===== src/rtl/cpu_pkg.sv =====
// Shared encodings for the CPU sequencer and the instruction decoder.
// Phase codes are fixed because the decoder consumes them directly.
package cpu_pkg;
  localparam int STATE_W = 2;
  localparam int CNT_W   = 16;

  localparam logic [STATE_W-1:0] ST_FETCH = 2'b00;
  localparam logic [STATE_W-1:0] ST_EXEC1 = 2'b10;
  localparam logic [STATE_W-1:0] ST_EXEC2 = 2'b01;
  localparam logic [STATE_W-1:0] ST_HALT  = 2'b11;

  function automatic logic is_active(input logic [STATE_W-1:0] s);
    return s != ST_HALT;
  endfunction
endpackage


===== src/rtl/cpu_sequencer_if.sv =====
// Control/status bundle between the sequencer and the rest of the CPU.
interface cpu_sequencer_if;
  import cpu_pkg::*;

  logic               run;
  logic               step;
  logic               mem_ready;
  logic               sm_extra;
  logic               halt_req;
  logic               stop;
  logic               irq;
  logic [STATE_W-1:0] state;
  logic               irq_ack;
  logic               halted;
  logic               fault;
  logic [CNT_W-1:0]   cycle_count;
  logic [CNT_W-1:0]   instr_count;

  modport master (
    output run, step, mem_ready, sm_extra, halt_req, stop, irq,
    input  state, irq_ack, halted, fault, cycle_count, instr_count
  );

  modport slave (
    input  run, step, mem_ready, sm_extra, halt_req, stop, irq,
    output state, irq_ack, halted, fault, cycle_count, instr_count
  );
endinterface


===== src/rtl/wrap_counter.sv =====
// Free-running wrap-around counter with synchronous clear (clear beats enable).
module wrap_counter #(
  parameter int WIDTH = 16
) (
  input  logic             clk,
  input  logic             clr,
  input  logic             en,
  output logic [WIDTH-1:0] count
);
  logic [WIDTH-1:0] count_d;
  logic [WIDTH-1:0] count_q;

  always_comb begin
    count_d = count_q;
    if (clr)     count_d = '0;
    else if (en) count_d = count_q + {{(WIDTH-1){1'b0}}, 1'b1};
  end

  always_ff @(posedge clk) begin
    count_q <= count_d;
  end

  assign count = count_q;
endmodule


===== src/rtl/cpu_sequencer.sv =====
// Instruction-phase sequencer: FETCH/EXEC1/EXEC2/HALT Moore FSM with
// single-step, halt request, interrupt acknowledge, fatal stop and counters.
module cpu_sequencer
  import cpu_pkg::*;
(
  input  logic           clock,
  input  logic           reset_n,
  cpu_sequencer_if.slave bus
);
  logic [STATE_W-1:0] state_d, state_q;
  logic               sstep_d, sstep_q;
  logic               hreq_d, hreq_q;
  logic               fault_d, fault_q;
  logic               irq_ack_d, irq_ack_q;
  logic               complete;
  logic               halt_now;
  logic               cyc_en;
  logic               instr_en;

  always_comb begin
    state_d   = state_q;
    sstep_d   = sstep_q;
    hreq_d    = hreq_q;
    fault_d   = fault_q;
    irq_ack_d = 1'b0;
    complete  = 1'b0;
    halt_now  = hreq_q;

    case (state_q)
      ST_HALT: begin
        if (bus.run && !fault_q) begin
          state_d = ST_FETCH;
          sstep_d = 1'b0;
        end else if (bus.step && !fault_q) begin
          state_d = ST_FETCH;
          sstep_d = 1'b1;
        end
      end
      ST_FETCH: begin
        if (bus.mem_ready) state_d = ST_EXEC1;
      end
      ST_EXEC1: begin
        // A halt request decoded here must survive into EXEC2 if the instruction needs it.
        halt_now = bus.halt_req;
        if (bus.sm_extra) begin
          state_d = ST_EXEC2;
          hreq_d  = bus.halt_req;
        end else begin
          complete = 1'b1;
        end
      end
      default: complete = 1'b1;
    endcase

    if (complete) begin
      hreq_d  = 1'b0;
      sstep_d = 1'b0;
      if (halt_now || sstep_q || !bus.run) begin
        state_d = ST_HALT;
      end else begin
        state_d   = ST_FETCH;
        irq_ack_d = bus.irq;
      end
    end

    // Fatal stop overrides everything, including a completion happening this cycle.
    if (bus.stop) begin
      state_d   = ST_HALT;
      fault_d   = 1'b1;
      irq_ack_d = 1'b0;
      hreq_d    = 1'b0;
      sstep_d   = 1'b0;
    end
  end

  always_ff @(posedge clock) begin
    if (!reset_n) begin
      state_q   <= ST_HALT;
      sstep_q   <= 1'b0;
      hreq_q    <= 1'b0;
      fault_q   <= 1'b0;
      irq_ack_q <= 1'b0;
    end else begin
      state_q   <= state_d;
      sstep_q   <= sstep_d;
      hreq_q    <= hreq_d;
      fault_q   <= fault_d;
      irq_ack_q <= irq_ack_d;
    end
  end

  assign cyc_en   = is_active(state_q);
  assign instr_en = complete && !bus.stop;

  wrap_counter #(.WIDTH(CNT_W)) u_cycle_cnt (
    .clk   (clock),
    .clr   (!reset_n),
    .en    (cyc_en),
    .count (bus.cycle_count)
  );

  wrap_counter #(.WIDTH(CNT_W)) u_instr_cnt (
    .clk   (clock),
    .clr   (!reset_n),
    .en    (instr_en),
    .count (bus.instr_count)
  );

  assign bus.state   = state_q;
  assign bus.halted  = (state_q == ST_HALT);
  assign bus.fault   = fault_q;
  assign bus.irq_ack = irq_ack_q;
endmodule


===== src/flat_wrapper.sv =====
// flat-port wrapper written by rule: the top's interface ports become plain ports
module cpu_sequencer_flat import cpu_pkg::*;
  (clock, reset_n, bus_run, bus_step, bus_mem_ready, bus_sm_extra, bus_halt_req, bus_stop, bus_irq, bus_state, bus_irq_ack, bus_halted, bus_fault, bus_cycle_count, bus_instr_count);
  cpu_sequencer_if bus_i ();
  input  logic clock;
  input  logic reset_n;
  input wire logic [$bits(bus_i.run)-1:0] bus_run;
  input wire logic [$bits(bus_i.step)-1:0] bus_step;
  input wire logic [$bits(bus_i.mem_ready)-1:0] bus_mem_ready;
  input wire logic [$bits(bus_i.sm_extra)-1:0] bus_sm_extra;
  input wire logic [$bits(bus_i.halt_req)-1:0] bus_halt_req;
  input wire logic [$bits(bus_i.stop)-1:0] bus_stop;
  input wire logic [$bits(bus_i.irq)-1:0] bus_irq;
  output wire logic [$bits(bus_i.state)-1:0] bus_state;
  output wire logic [$bits(bus_i.irq_ack)-1:0] bus_irq_ack;
  output wire logic [$bits(bus_i.halted)-1:0] bus_halted;
  output wire logic [$bits(bus_i.fault)-1:0] bus_fault;
  output wire logic [$bits(bus_i.cycle_count)-1:0] bus_cycle_count;
  output wire logic [$bits(bus_i.instr_count)-1:0] bus_instr_count;
  assign bus_i.run = bus_run;
  assign bus_i.step = bus_step;
  assign bus_i.mem_ready = bus_mem_ready;
  assign bus_i.sm_extra = bus_sm_extra;
  assign bus_i.halt_req = bus_halt_req;
  assign bus_i.stop = bus_stop;
  assign bus_i.irq = bus_irq;
  assign bus_state = bus_i.state;
  assign bus_irq_ack = bus_i.irq_ack;
  assign bus_halted = bus_i.halted;
  assign bus_fault = bus_i.fault;
  assign bus_cycle_count = bus_i.cycle_count;
  assign bus_instr_count = bus_i.instr_count;
  cpu_sequencer u_core (.clock(clock), .reset_n(reset_n), .bus(bus_i));
endmodule

===== config.mk =====
export PLATFORM = sky130hd
export DESIGN_NAME = cpu_sequencer_flat
export DESIGN_NICKNAME = d
export VERILOG_FILES = /design/src/rtl/cpu_pkg.sv /design/src/rtl/cpu_sequencer_if.sv /design/src/rtl/wrap_counter.sv /design/src/rtl/cpu_sequencer.sv /design/src/flat_wrapper.sv
export SDC_FILE = /design/constraint.sdc
export NUM_CORES = 1
export LEC_CHECK = 0
export CORE_ASPECT_RATIO = 0.7
export CORE_UTILIZATION = 40
export CTS_BUF_LIST = sky130_fd_sc_hd__clkbuf_16
export DETAILED_ROUTE_END_ITERATION = 6
export PLACE_DENSITY = 0.67
export SLEW_MARGIN = 20
export SYNTH_ARGS = -nofsm -noshare
export SYNTH_HDL_FRONTEND = slang
export SYNTH_SLANG_ARGS = --single-unit

===== constraint.sdc =====
create_clock -name clock -period 4.8 [get_ports clock]
set_clock_uncertainty 0.1 [all_clocks]
set_input_delay 1.44 -clock clock [delete_from_list [all_inputs] [get_ports clock]]
set_output_delay 1.44 -clock clock [all_outputs]
set_load 0.01 [all_outputs]

==> flow_results.org <==
** Hold path
- Worst hold path startpoint :: u_core.hreq_q
- The tightest min-delay check is of the reg2reg type.
- The worst hold path terminates at u_core.hreq_q.
- Hold Path Cell Cnt :: 2

** Outcome
- Status :: complete, no violations

** CTS
- Clk Latency, worst-skew pair :: 0.28 ns
- The H-tree was split into 2 levels.
- Clock root buffer :: clkbuf_16
- Resized Gates After CTS :: 0
- Post-CTS setup-driven buffer insertion count :: 0
- The tree built by TritonCTS fans out to 38 sinks.
- Clock slew seen by the registers of the worst setup and hold paths :: 0.05 ns
- The longest clock path from root to sink contains 2 buffers.
- Hold repair after CTS inserted 0 buffers.
- TritonCTS built the clock tree.
- Total CTS buffers :: 5

** Worst setup path
- R2r worst-path depth :: 6
- CP required :: 3.26 ns
- The slowest stage of the critical path is the clkdlybuf4s50_1 cell.
- Of all nets on the critical path, the largest fanout is 9.
- In this run the critical register-to-register path is captured at u_core.u_instr_cnt.count[13].
- By startpoint and endpoint, the worst setup path is classified as reg2out.
- Together, buffers and inverters on the worst path number 1.
- The kind of cell with the highest combined delay along the critical path is buffers and inverters.
- The signal on the critical path passes through ha_1 > clkdlybuf4s50_1.
- Start of the worst register-to-register path :: u_core.bus.state[0]
- Startpoint class of the critical path :: flop
- Stages on worst setup path :: 2
- Register-to-register setup slack :: 2.49 ns
- On the worst path, the slowest cell contributes a delay of 0.60 ns.
- Crit path DAT :: 1.70 ns
- Critical Path End Type :: output pin

** Pwr
- Power share of the sequential group :: 0.452
- Switching share of power :: 0.2450
- In this run the static leakage power is 0.8587 nW.
- IR analysis of the VDD net gives a maximum drop of 0.1928 mV.
- Of the total power, the clock network draws 0.410.
- Internal power comes to 0.0005634 W.
- Combinational Power Share :: 0.138
- Total net switching power :: 0.0001829 W
- Overall power :: 0.0007463 W
- Total power per unit cell area :: 307.1 nW/um^2

** Floorplanning
- The die covers 4833 sq um.
- Ports placed on the boundary :: 46
- Initial core utilization :: 0.4184
- Die height :: 58.47 um
- In this run the horizontal extent of the chip is 82.66 um.
- The region available for standard cell placement spans 4354 sq um.
- Standard-cell rows :: 20

** Timing
- Based on the critical path, the design can be clocked at up to 308.2 MHz.
- Hold timing on the final database bottoms out at a slack of 0.3591 ns.
- Final period demand of the worst path :: 3.245 ns
- Headroom to the max-slew limit came out at 0.3960.
- Setup repair after global routing left no endpoint under its margin.
- Final-layout setup total negative slack :: 0 ns
- Setup violations remaining at the end of the flow were counted as 0.
- The total count of hold-check failures in the final report was 0.
- Final cycle utilization of the critical path :: 0.6760
- Number of max-slew violations in the final report :: 0
- Worst-margin pin slew :: 0.9050 ns

** Detailed routing
- Number of remaining DRC errors :: 0
- Ratio of routed vias to standard cells :: 5.252
- For this run, the detailed router's first-pass iteration total came to 4.
- Count of nets left with antenna violations after detail routing :: 0
- In the final routed layout, each cell accounts on average for 13.08 um.
- Total via count after detailed routing :: 1607
- Violation count after the first detailed-route iteration :: 108
- The final layout contains routed wiring with a total length of 4.004 mm.

** Logic synthesis
- Synthesized netlist cell count :: 207
- Total standard cell area after synthesis :: 1822 sq um
- The number of nets handed over by synthesis was 223.
- Number of warning messages in the yosys log :: 0
- The share of synthesized area in the top cell type comes to 0.4176.
- Post-Syn Area per Cell :: 8.801 sq um
- Yosys cell types :: 38
- Of all cell types, the one taking the most synthesized area is dfxtp_1.
- Top area cells in the synthesized netlist :: dfxtp_1 (42%), ha_1 (4.8%), nor2_1 (4.7%), xnor2_1 (4.3%), xor2_1 (3.4%)
- In this run, synthesis produced a sequential element count of 38.
- Part of the Yosys area used for sequential elements :: 0.4176

** Place
- Summing all placed instances gives a cell area of 2292 sq um.
- Detailed Place HPWL :: 2.825 mm
- Buffers placed on the I/O ports in this run total 45.
- Last weighted congestion value of the routability-driven placer :: 0.8368

** Global routing
- The number of antenna violations at the first check in global routing is 0.
- Overall track demand over capacity in global routing :: 0.1775
- The via count of the first global-routing pass is 1345.
- Global routing finished with a remaining overflow of 0.
- The first global-routing pass estimated 6.348 mm of wire.
- Entering global routing, the biggest net connects 31 pins.

** Cells and area
- Summing all multi-input logic gate instances after layout gives 978.4 sq um.
- Summing all flip-flop and latch instances after layout gives 760.7 sq um.
- Share of cells above drive strength 1 :: 0.03984
- Fin nets :: 266
- The number of antenna diodes in the final layout is 0.
- Cell area after layout :: 2430 sq um
- Top library cells by usage in the layout, fill and taps aside :: clkdlybuf4s50_1 (45), dfxtp_1 (38), nor2_1 (23)
- Leaving out fill and tap cells, the most frequent cell in the layout is clkdlybuf4s50_1.
- Relative to the synthesized area, the layout overhead comes to 33.38%.
- Counting the fill cells in the layout gives 415.

** Job
- Max-cap check violation count :: 0
layout make-up:
class	count	area share
timing repair buffer	45	0.1854
tap	55	0.02832
multi-input combinational	151	0.4027
inverter	9	0.01390
sequential	38	0.3131
clock buffer	5	0.05149
clock inverter	3	0.005149
power by group through the flow:
stage | combinational, W | sequential [W] | clock, W
floorplan | 0.0000602 | 0.000346 | 0
global placement | 0.000101 | 0.000344 | 0
detailed placement | 0.000102 | 0.000344 | 0
CTS | 0.000104 | 0.000337 | 0.000315
global route | 0.000115 | 0.000339 | 0.000334
finish | 0.000103 | 0.000337 | 0.000306
worst min-delay path: cells and delay by family, from the launching register on:
family,cells,cell delay [ns]
AOI/OAI and AO/OA,1,0.06
DFF,1,0.31
and+or+nand+nor,1,0.05
stage by stage:
stage / util / setup WS, ns / instances
2_1_floorplan: - / 1.838 / 207
3_3_place_gp: 0.5264 / 1.314 / 298
3_5_place_dp: 0.5264 / 1.268 / 298
4_1_cts: 0.5580 / 1.537 / 306
5_1_grt: 0.5580 / 1.419 / 306
6_report: 0.5580 / 1.555 / 306
cells by family after synthesis:
group | share of synthesized area
simple gates | 0.2734
mux | 0.02747
compound gates | 0.1113
fa+ha+maj | 0.04807
buf+inv | 0.04533
flops | 0.4176
xor+xnor | 0.07693
flip-flops by register name (all words and copies together) (netlist names):
name	flops
u_core.bus.fault	1
u_core.u_cycle_cnt.count	16
u_core.bus.state	2
u_core.sstep_q	1
u_core.hreq_q	1
u_core.u_instr_cnt.count	16
u_core.bus.irq_ack	1
layer usage:
layer  routed length, um  up-vias  global-route usage  part of all wire
met5                   0        -                   0                 0
met4                  55        0             0.07882             0.014
met3                 206        8             0.05426             0.051
met2                1627       43              0.2354              0.41
met1                2113      726              0.2598              0.53
li1                    -      830                   -                 -
how the worst max path moves through the flow:
| stage | start | to | slack (ns) |
|---|---|---|---|
| after floorplan | bus_sm_extra | u_core.u_instr_cnt.count[13] | 1.84 |
| after global placement | reset_n | u_core.u_instr_cnt.count[9] | 1.31 |
| after detailed placement | reset_n | u_core.u_instr_cnt.count[9] | 1.27 |
| after CTS | u_core.bus.state[1] | bus_halted | 1.54 |
| after global routing | reset_n | u_core.u_instr_cnt.count[9] | 1.42 |
| final | u_core.bus.state[1] | bus_halted | 1.56 |
cells in the mapped netlist:
library cell / number
a222oi_1: 1
clkbuf_1: 7
nor4_1: 3
nor3b_1: 1
nand4b_1: 2
nand3_1: 6
o211ai_1: 1
mux2i_1: 5
ha_1: 7
o21ai_0: 8
a311oi_1: 1
a31oi_1: 1
or3_4: 1
nor4b_1: 3
and3b_1: 2
xor2_1: 7
o21bai_1: 1
nor2_1: 23
and3_1: 2
o41ai_1: 1
o31ai_1: 6
and2_4: 1
xnor2_1: 9
or4_1: 7
o311ai_0: 1
nor3_1: 3
dfxtp_1: 38
a21oi_1: 12
buf_6: 2
inv_1: 9
or2_2: 2
nand3b_1: 3
nor2b_1: 1
or3_1: 4
nand4_1: 8
nand2_1: 15
and4_1: 1
nand2b_1: 2
No activity file was read; power rests on OpenSTA's default activity.
